$ cat config.mk
export PLATFORM = sky130hd
export DESIGN_NAME = soc_bootcopy
export DESIGN_NICKNAME = d
export VERILOG_FILES = /design/src/rtl/soc_bootcopy_pkg.sv /design/src/rtl/soc_ahb_single_xfer.sv /design/src/rtl/soc_bootcopy.sv
export SDC_FILE = /design/constraint.sdc
export NUM_CORES = 1
export LEC_CHECK = 0
export ABC_AREA = 0
export CAP_MARGIN = 20
export CORE_ASPECT_RATIO = 0.5
export CORE_MARGIN = 2
export CORE_UTILIZATION = 42
export DETAILED_ROUTE_END_ITERATION = 10
export PLACE_DENSITY = 0.86
export SLEW_MARGIN = 25
export SYNTH_ARGS = -nofsm -noshare
export SYNTH_HDL_FRONTEND = slang
export SYNTH_SLANG_ARGS = --single-unit
export TNS_END_PERCENT = 1
$ cat constraint.sdc
create_clock -name clk -period 2.6 [get_ports clk]
set_input_delay 0.26 -clock clk [delete_from_list [all_inputs] [get_ports clk]]
set_output_delay 0.26 -clock clk [all_outputs]
set_load 0.005 [all_outputs]
$ cat src/rtl/soc_bootcopy_pkg.sv
// Shared types and AHB-Lite constants for the boot copy engine.
package soc_bootcopy_pkg;

   typedef enum logic [3:0] {
      IDLE,
      RD_ADDR,
      RD_DATA,
      WR_ADDR,
      WR_DATA,
      VR_ADDR,
      VR_DATA,
      DONE,
      ERROR
   } state_t;

   localparam logic [1:0] HTRANS_IDLE   = 2'b00;
   localparam logic [1:0] HTRANS_NONSEQ = 2'b10;
   localparam logic [2:0] HSIZE_WORD    = 3'b010;
   localparam logic [2:0] HBURST_SINGLE = 3'b000;
   localparam logic [3:0] HPROT_DATA    = 4'b0011;

endpackage

$ cat src/rtl/soc_ahb_single_xfer.sv
// One AHB-Lite single transfer: drives the address phase while requested and
// decodes hready/hresp into address-accept, data-ok and data-error events.
module soc_ahb_single_xfer
   import soc_bootcopy_pkg::*;
#(
   parameter int PLEN = 32
) (
   input  logic            addr_phase,
   input  logic            data_phase,
   input  logic [PLEN-1:0] addr,
   input  logic            write,
   input  logic            hready,
   input  logic            hresp,
   output logic [PLEN-1:0] haddr,
   output logic            hwrite,
   output logic [1:0]      htrans,
   output logic            addr_done,
   output logic            data_ok,
   output logic            data_err
);

   // Address-phase signals; bus parks at IDLE/address 0 outside the address phase
   always_comb begin
      haddr  = '0;
      hwrite = 1'b0;
      htrans = HTRANS_IDLE;
      if (addr_phase) begin
         haddr  = addr;
         hwrite = write;
         htrans = HTRANS_NONSEQ;
      end
   end

   assign addr_done = addr_phase & hready;
   assign data_ok   = data_phase & hready & ~hresp;
   assign data_err  = data_phase & hready & hresp;

endmodule

$ cat src/rtl/soc_bootcopy.sv
// Boot-time copy engine: copies WORDS words from the boot ROM window to SRAM
// over AHB-Lite, holding the CPU in reset until the image is in place.
// Optional: define SOC_BOOTCOPY_VERIFY_EN to read back and compare each word.
module soc_bootcopy
   import soc_bootcopy_pkg::*;
#(
   parameter int              PLEN     = 32,
   parameter int              XLEN     = 32,
   parameter logic [PLEN-1:0] SRC_BASE = '0,
   parameter logic [PLEN-1:0] DST_BASE = PLEN'(32'h8000_0000),
   parameter int              WORDS    = 64
) (
   input  logic            clk,
   input  logic            rst,
   output logic [PLEN-1:0] ahb4_haddr_o,
   output logic [XLEN-1:0] ahb4_hwdata_o,
   output logic            ahb4_hwrite_o,
   output logic [2:0]      ahb4_hsize_o,
   output logic [2:0]      ahb4_hburst_o,
   output logic [3:0]      ahb4_hprot_o,
   output logic [1:0]      ahb4_htrans_o,
   output logic            ahb4_hmastlock_o,
   input  logic [XLEN-1:0] ahb4_hrdata_i,
   input  logic            ahb4_hready_i,
   input  logic            ahb4_hresp_i,
   output logic            cpu_rst_o,
   output logic            done_o,
   output logic            error_o
);

   localparam int              IDXW     = (WORDS > 1) ? $clog2(WORDS) : 1;
   localparam logic [IDXW-1:0] LAST_IDX = IDXW'(WORDS - 1);

   state_t            state, state_nxt;
   logic [IDXW-1:0]   idx, idx_nxt;
   logic [XLEN-1:0]   data_q, data_nxt;
   logic              addr_phase, data_phase, xfer_write;
   logic [PLEN-1:0]   xfer_addr, word_off;
   logic              addr_done, data_ok, data_err;

   assign word_off = PLEN'(idx) << 2;

   // State, word index and data register
   always_ff @(posedge clk) begin
      if (rst) begin
         state  <= IDLE;
         idx    <= '0;
         data_q <= '0;
      end else begin
         state  <= state_nxt;
         idx    <= idx_nxt;
         data_q <= data_nxt;
      end
   end

   // Next state, transfer request and data capture
   always_comb begin
      state_nxt  = state;
      idx_nxt    = idx;
      data_nxt   = data_q;
      addr_phase = 1'b0;
      data_phase = 1'b0;
      xfer_write = 1'b0;
      xfer_addr  = SRC_BASE + word_off;
      case (state)
         IDLE: state_nxt = RD_ADDR;
         RD_ADDR: begin
            addr_phase = 1'b1;
            if (addr_done) state_nxt = RD_DATA;
         end
         RD_DATA: begin
            data_phase = 1'b1;
            if (data_err) begin
               state_nxt = ERROR;
            end else if (data_ok) begin
               data_nxt  = ahb4_hrdata_i;
               state_nxt = WR_ADDR;
            end
         end
         WR_ADDR: begin
            addr_phase = 1'b1;
            xfer_write = 1'b1;
            xfer_addr  = DST_BASE + word_off;
            if (addr_done) state_nxt = WR_DATA;
         end
         WR_DATA: begin
            data_phase = 1'b1;
            if (data_err) begin
               state_nxt = ERROR;
            end else if (data_ok) begin
`ifdef SOC_BOOTCOPY_VERIFY_EN
               // idx advances after readback so VR_ADDR still targets this word
               state_nxt = VR_ADDR;
`else
               idx_nxt   = idx + IDXW'(1);
               state_nxt = (idx == LAST_IDX) ? DONE : RD_ADDR;
`endif
            end
         end
`ifdef SOC_BOOTCOPY_VERIFY_EN
         VR_ADDR: begin
            addr_phase = 1'b1;
            xfer_addr  = DST_BASE + word_off;
            if (addr_done) state_nxt = VR_DATA;
         end
         VR_DATA: begin
            data_phase = 1'b1;
            if (data_err) begin
               state_nxt = ERROR;
            end else if (data_ok) begin
               if (ahb4_hrdata_i != data_q) begin
                  state_nxt = ERROR;
               end else begin
                  idx_nxt   = idx + IDXW'(1);
                  state_nxt = (idx == LAST_IDX) ? DONE : RD_ADDR;
               end
            end
         end
`endif
         DONE:    state_nxt = DONE;
         ERROR:   state_nxt = ERROR;
         default: state_nxt = IDLE;
      endcase
   end

   soc_ahb_single_xfer #(.PLEN(PLEN)) u_xfer (
      .addr_phase (addr_phase),
      .data_phase (data_phase),
      .addr       (xfer_addr),
      .write      (xfer_write),
      .hready     (ahb4_hready_i),
      .hresp      (ahb4_hresp_i),
      .haddr      (ahb4_haddr_o),
      .hwrite     (ahb4_hwrite_o),
      .htrans     (ahb4_htrans_o),
      .addr_done  (addr_done),
      .data_ok    (data_ok),
      .data_err   (data_err)
   );

   assign ahb4_hwdata_o    = data_q;
   assign ahb4_hsize_o     = HSIZE_WORD;
   assign ahb4_hburst_o    = HBURST_SINGLE;
   assign ahb4_hprot_o     = HPROT_DATA;
   assign ahb4_hmastlock_o = 1'b0;

   // DONE and ERROR are absorbing, so these flags are sticky until rst
   assign cpu_rst_o = (state != DONE);
   assign done_o    = (state == DONE);
   assign error_o   = (state == ERROR);

endmodule

==> results of run 1 <==
==> layout make-up <==
cell class / instances / area [um^2]
Clock buffer: 7 / 86.33
Clock inverter: 1 / 5.005
Fill cell: 456 / 2009
Inverter: 1 / 3.754
Multi-Input combinational cell: 205 / 1011
Sequential cell: 42 / 840.8
Tap cell: 70 / 87.58
Timing Repair Buffer: 83 / 820.8
==> report_power, final <==
part           internal (mW)  switching [mW]  total, mW
Clock                  0.214           0.207      0.421
Sequential             0.657          0.0219      0.678
Combinational         0.0992          0.0780      0.177
Total                  0.970           0.307       1.28
==> synthesized netlist by cell type (all sizes together) <==
cell type | instances | area share, %
a211oi | 3 | 1.1
a21o | 1 | 0.36
a21oi | 37 | 8.8
a22oi | 1 | 0.36
and2 | 9 | 2.7
buf | 44 | 16
clkbuf | 11 | 2.0
conb | 2 | 0.36
dfxtp | 42 | 40
ha | 1 | 0.59
inv | 1 | 0.18
nand2 | 70 | 12
nand2b | 3 | 0.89
nand3 | 5 | 1.2
nand4 | 1 | 0.30
nand4b | 1 | 0.42
nor2 | 10 | 1.8
nor2b | 2 | 0.59
nor3 | 4 | 0.95
nor4b | 3 | 2.3
nor4bb | 1 | 0.48
o211ai | 1 | 0.36
o21a | 1 | 0.36
o21ai | 1 | 0.24
o21bai | 1 | 0.36
o31ai | 2 | 0.71
or2b | 3 | 1.1
or4b | 1 | 0.65
xnor2 | 3 | 1.2
xor2 | 3 | 1.2
==> worst max-delay path by stage <==
stage | start | depth (start not counted) | end | slack, ns
2_1_floorplan | state[3] | 4 | idx[5] | 1.14
3_5_place_dp | ahb4_hready_i | 6 | ahb4_hwdata_o[12] | 0.46
5_1_grt | state[0] | 4 | ahb4_haddr_o[31] | 0.06
6_report | state[0] | 4 | ahb4_haddr_o[31] | 0.27
4_1_cts | state[0] | 4 | ahb4_haddr_o[31] | 0.27
3_3_place_gp | ahb4_hready_i | 6 | ahb4_hwdata_o[20] | 0.60
==> critical path: stages (launching register included) <==
cell and delay, ns:
dfxtp_1 0.62, nand2b_1 0.13, nor2_1 0.33, and2_1 0.20
clkdlybuf4s50_1 0.50
==> metrics by stage <==
stage,hold slack [ns],std cells
2_1_floorplan,0.3960,303
3_3_place_gp,0.4414,401
3_5_place_dp,0.4463,401
4_1_cts,0.4571,409
5_1_grt,0.4764,409
6_report,0.4551,409
==> layout by cell type (no fill, tap or decap), types with 2 or more instances in the layout <==
cell / Yosys / final
a211oi_1: 3 / 3
xor2_1: 3 / 3
or2b_1: 3 / 3
nor2_1: 10 / 10
xnor2_1: 3 / 3
nand2b_1: 3 / 3
nand3_1: 5 / 5
o31ai_1: 2 / 2
clkdlybuf4s50_1: 0 / 79
dfxtp_1: 42 / 42
nor3_1: 4 / 4
conb_1: 2 / 37
and2_1: 9 / 9
clkbuf_8: 0 / 6
nand2_1: 70 / 70
nor2b_1: 2 / 2
buf_4: 40 / 4
a21oi_1: 37 / 37
==> layer usage <==
layer,global-route usage (%),routed length (um),up-vias
met5,0,0,-
met4,6.757,68,0
met3,3.753,215,8
met2,32.46,2467,58
met1,17.48,1857,840
li1,-,-,933
==> cells by family after synthesis <==
| logic type | after synthesis | share of synthesized area (%) |
|---|---|---|
| xor gates and xnor gates | 6 | 2.499 |
| buffers and inverters | 56 | 18.20 |
| AOI/OAI and AO/OA | 48 | 12.61 |
| and+or+nand+nor | 113 | 25.76 |
| other | 2 | 0.3571 |
| adders and majority gates | 1 | 0.5948 |
| DFF | 42 | 39.98 |
==> sequential cells by signal, indices dropped and copies added, names as in the netlist <==
| name | flops |
|---|---|
| ahb4_hwdata_o | 32 |
| idx | 6 |
| state | 4 |
==> metrics.md, run 1 <==
| Metric | Value |
|---|---|
| Max Transition Viols Final | 0 |
| Nets | 375 |
| Min Tclk post-route | 2.329 ns |
| Core ar. | 4865 um^2 |
| Design area | 2855 um^2 |
| # setup viols final | 0 |
| Die span in x | 104.1 um |
| Clock root buffer | clkbuf_8 |
| Post-CTS setup buffer count | 0 |
| Crit start category | flip-flop |
| Final total power | 1.277 mW |
| Final hold vios | 0 |
| Die area | 5624 um^2 |
| Starting density of the core | 43.24% |
| # rows | 18 |
| Worst r2r src | state[0] |
| Post-route DRC | 0 |
| Post-route clock period utilization | 89.57% |
| First DRT Iteration DRCs | 68 |
| Detail Route Antenna Nets | 0 |
| Yosys warns | 0 |
| Total Wirelength | 4609 um |
| First-pass GRT wire length | 7265 um |
| Worst vdd ir | 0.0002216 V |
| Setup Crit Path Kind | reg -> out |
| Seq/Total Area, Yosys | 39.98% |
| Max-cap check violation count | 0 |
| Final setup skew | 0.004115 ns |
| Tot GR Track Use | 16.28% |
| First drt pass iteration count | 4 |
| P&R area growth vs syn | 35.75% |
| Avg WL per Cell | 11.27 um |
| RSZ-0062 raised after global routing | no |
| Die height | 54.04 um |
| Distinct cells, synth | 34 |
| Ports | 117 |
| Initial antenna violation count | 0 |
| Inserted Clock Buffers | 5 |
| Post-Place Cell Area | 2764 um^2 |
| Worst R2R End | ahb4_hwdata_o[12] |
| Hold_sp | ahb4_hwdata_o[25] |
| Clock slew at reported path FFs | 0.08 ns |
| Synth Area per Inst | 7.848 um^2 |
| CTS H-tree lvls | 2 |
| Number of buffers added on ports | 79 |
| Outcome | complete, no violations |
| Final GP Congestion | 0.8152 |
| Placed wire-length estimate | 3470 um |
| Worst EP arrival | 2.07 ns |
| Static Leakage | 1.041 nW |
| Post-CTS Hold Buffers | 0 |
| Post-Syn Area | 2103 um^2 |
| CP Max Fanout | 15 |
| HP Class | reg -> reg |
| Hold path cells | 2 |
| Cts repair resizes | 0 |
| #FFs+latches synth | 42 |
| CTS tree | done |
| Final worst slack | 0.2712 ns |
| Vias per Instance | 4.496 |
| Vias post-DR | 1839 |
| Sink Count | 42 |
| Vias in the first global route | 1686 |
| Antenna cells | 0 |
| Cells after Synth | 268 |
| Pre-CTS setup slack | 0.4646 ns |
| Share of post-route cells with drive strength above 1 | 4.130% |
| CTS Buffer Depth | 2 |
| Fmax | 429.4 MHz |
| Final TNS setup | 0 ns |
| Final core utilization | 58.69% |
| Worst r2r path cells | 5 |
| Skew-Pair Late Insertion Delay | 0.28 ns |
| Grt total ovfl | 0 |
| Required @ worst endpoint | 2.34 ns |
| CP endpoint kind | primary output |
| Pwr per Cell Area | 447.1 nW/um^2 |
| Hold Path Sink | ahb4_hwdata_o[25] |
| Reg2Reg Setup Slack | 0.83 ns |
| Largest net degree at the start of global routing | 33 |
No activity file was read; power rests on OpenSTA's default activity.
==> run 2, diff against run 1 <==
--- a/config.mk
+++ b/config.mk
@@ -10,8 +10,10 @@
 export CORE_ASPECT_RATIO = 0.5
 export CORE_MARGIN = 2
 export CORE_UTILIZATION = 42
+export CTS_BUF_LIST = sky130_fd_sc_hd__clkbuf_16
 export DETAILED_ROUTE_END_ITERATION = 10
 export PLACE_DENSITY = 0.86
+export SKIP_CTS_REPAIR_TIMING = 1
 export SLEW_MARGIN = 25
 export SYNTH_ARGS = -nofsm -noshare
 export SYNTH_HDL_FRONTEND = slang
==> metrics.md, run 2 (synthesized netlist as in run 1, its figures left out) <==
| Metric | Value |
|---|---|
| Final hold vios | 0 |
| Post-route clock period utilization | 88.83% |
| Detail Route Antenna Nets | 0 |
| Most common cell after layout, fill and taps aside | clkdlybuf4s50_1 |
| Reg2Reg Setup Slack | 0.84 ns |
| Crit start category | flip-flop |
| Worst path slowest cell | dfxtp_1 |
| Final TNS setup | 0 ns |
| Starting density of the core | 43.24% |
| Largest net degree at the start of global routing | 33 |
| Sink Count | 42 |
| Hold_sp | ahb4_hwdata_o[25] |
| Commonest non-fill, non-tap cells in the layout | clkdlybuf4s50_1, nand2_1, dfxtp_1 |
| Grt total ovfl | 0 |
| Final GP Congestion | 0.8152 |
| Share of post-route cells with drive strength above 1 | 3.835% |
| CTS Buffer Depth | 2 |
| Fmax | 433.0 MHz |
| Avg WL per Cell | 11.36 um |
| # setup viols final | 0 |
| Nets | 375 |
| Max reg flops | 32 |
| Final total power | 1.436 mW |
| Worst vdd ir | 0.0002552 V |
| Design area | 2902 um^2 |
| CP Max Fanout | 15 |
| RSZ-0062 raised after global routing | no |
| Antenna cells | 0 |
| Final std cells w/o fill | 409 |
| Number of buffers added on ports | 79 |
| Total Wirelength | 4646 um |
| Worst EP arrival | 2.05 ns |
| Post-route DRC | 0 |
| Clock root buffer | clkbuf_16 |
| CTS H-tree lvls | 2 |
| Post-Place Cell Area | 2764 um^2 |
| Die height | 54.04 um |
| CTS tree | done |
| CP endpoint kind | primary output |
| Max Transition Viols Final | 0 |
| Pwr per Cell Area | 494.9 nW/um^2 |
| Clock slew at reported path FFs | 0.06 ns |
| Hold Path Sink | ahb4_hwdata_o[25] |
| Worst R2R End | ahb4_hwdata_o[12] |
| Ports | 117 |
| Core ar. | 4865 um^2 |
| Die span in x | 104.1 um |
| Final core utilization | 59.65% |
| Placed cell count | 401 |
| Vias post-DR | 1829 |
| Inserted Clock Buffers | 5 |
| Final setup skew | 0.004346 ns |
| Crit-path cells | nand2b_1, nor2_1, and2_1, clkdlybuf4s50_1 |
| CP peak stage delay | 0.61 ns |
| First DRT Iteration DRCs | 73 |
| Outcome | complete, no violations |
| Worst r2r src | state[0] |
| # rows | 18 |
| First-pass GRT wire length | 7300 um |
| First drt pass iteration count | 7 |
| Skew-Pair Late Insertion Delay | 0.28 ns |
| Placed wire-length estimate | 3470 um |
| Worst r2r path cells | 5 |
| P&R area growth vs syn | 37.95% |
| Tot GR Track Use | 16.47% |
| Die area | 5624 um^2 |
| Required @ worst endpoint | 2.34 ns |
| HP Class | reg -> reg |
| Min Tclk post-route | 2.310 ns |
| Static Leakage | 1.065 nW |
| Hold path cells | 2 |
| Vias in the first global route | 1695 |
| Setup Crit Path Kind | reg -> out |
| Vias per Instance | 4.472 |
| Max-cap check violation count | 0 |
| Initial antenna violation count | 0 |
## run 2: per-layer routing
layer / wire length [um] / part of all wire, % / track usage, %
met5: 0 / 0 / 0
met1: 1893 / 41 / 17.77
met4: 86 / 1.9 / 8.784
met2: 2464 / 53 / 31.80
met3: 201 / 4.3 / 3.753
## run 2: worst max-delay path, delay by kind of cell (launching register included)
kind / cells / cell delay, ns
buf+inv: 1 / 0.50
simple gates: 3 / 0.66
flops: 1 / 0.61
## run 2: where the power goes
| part | internal, mW | leakage [nW] | switching [mW] |
|---|---|---|---|
| clock | 0.347 | 0.0724 | 0.233 |
| sequential | 0.658 | 0.339 | 0.0218 |
| combinational | 0.0992 | 0.654 | 0.0781 |
| total | 1.10 | 1.07 | 0.333 |
## run 2: worst max-delay path by stage
stage | cells after the start | slack (ns) | start | end
2_1_floorplan | 4 | 1.14 | state[3] | idx[5]
6_report | 4 | 0.29 | state[0] | ahb4_haddr_o[31]
5_1_grt | 4 | 0.09 | state[0] | ahb4_haddr_o[31]
3_5_place_dp | 6 | 0.46 | ahb4_hready_i | ahb4_hwdata_o[12]
4_1_cts | 4 | 0.28 | state[0] | ahb4_haddr_o[31]
3_3_place_gp | 6 | 0.60 | ahb4_hready_i | ahb4_hwdata_o[20]
## run 2: cell type report
type	count	area (um^2)
multi-input cells	205	1011
fillers	444	1963
repair buffers	83	820.8
well taps	70	87.58
flip-flops and latches	42	840.8
inverters	1	3.754
clock buffers	5	125.1
clock inverters	3	12.51
## run 2: metrics by stage
| step | worst slack (ns) | hold slack, ns |
|---|---|---|
| finish | 0.2903 | 0.4523 |
| global route | 0.08522 | 0.4729 |
| CTS | 0.2806 | 0.4539 |
| detailed placement | 0.4646 | 0.4463 |
| global placement | 0.5959 | 0.4414 |
| floorplan | 1.137 | 0.3960 |
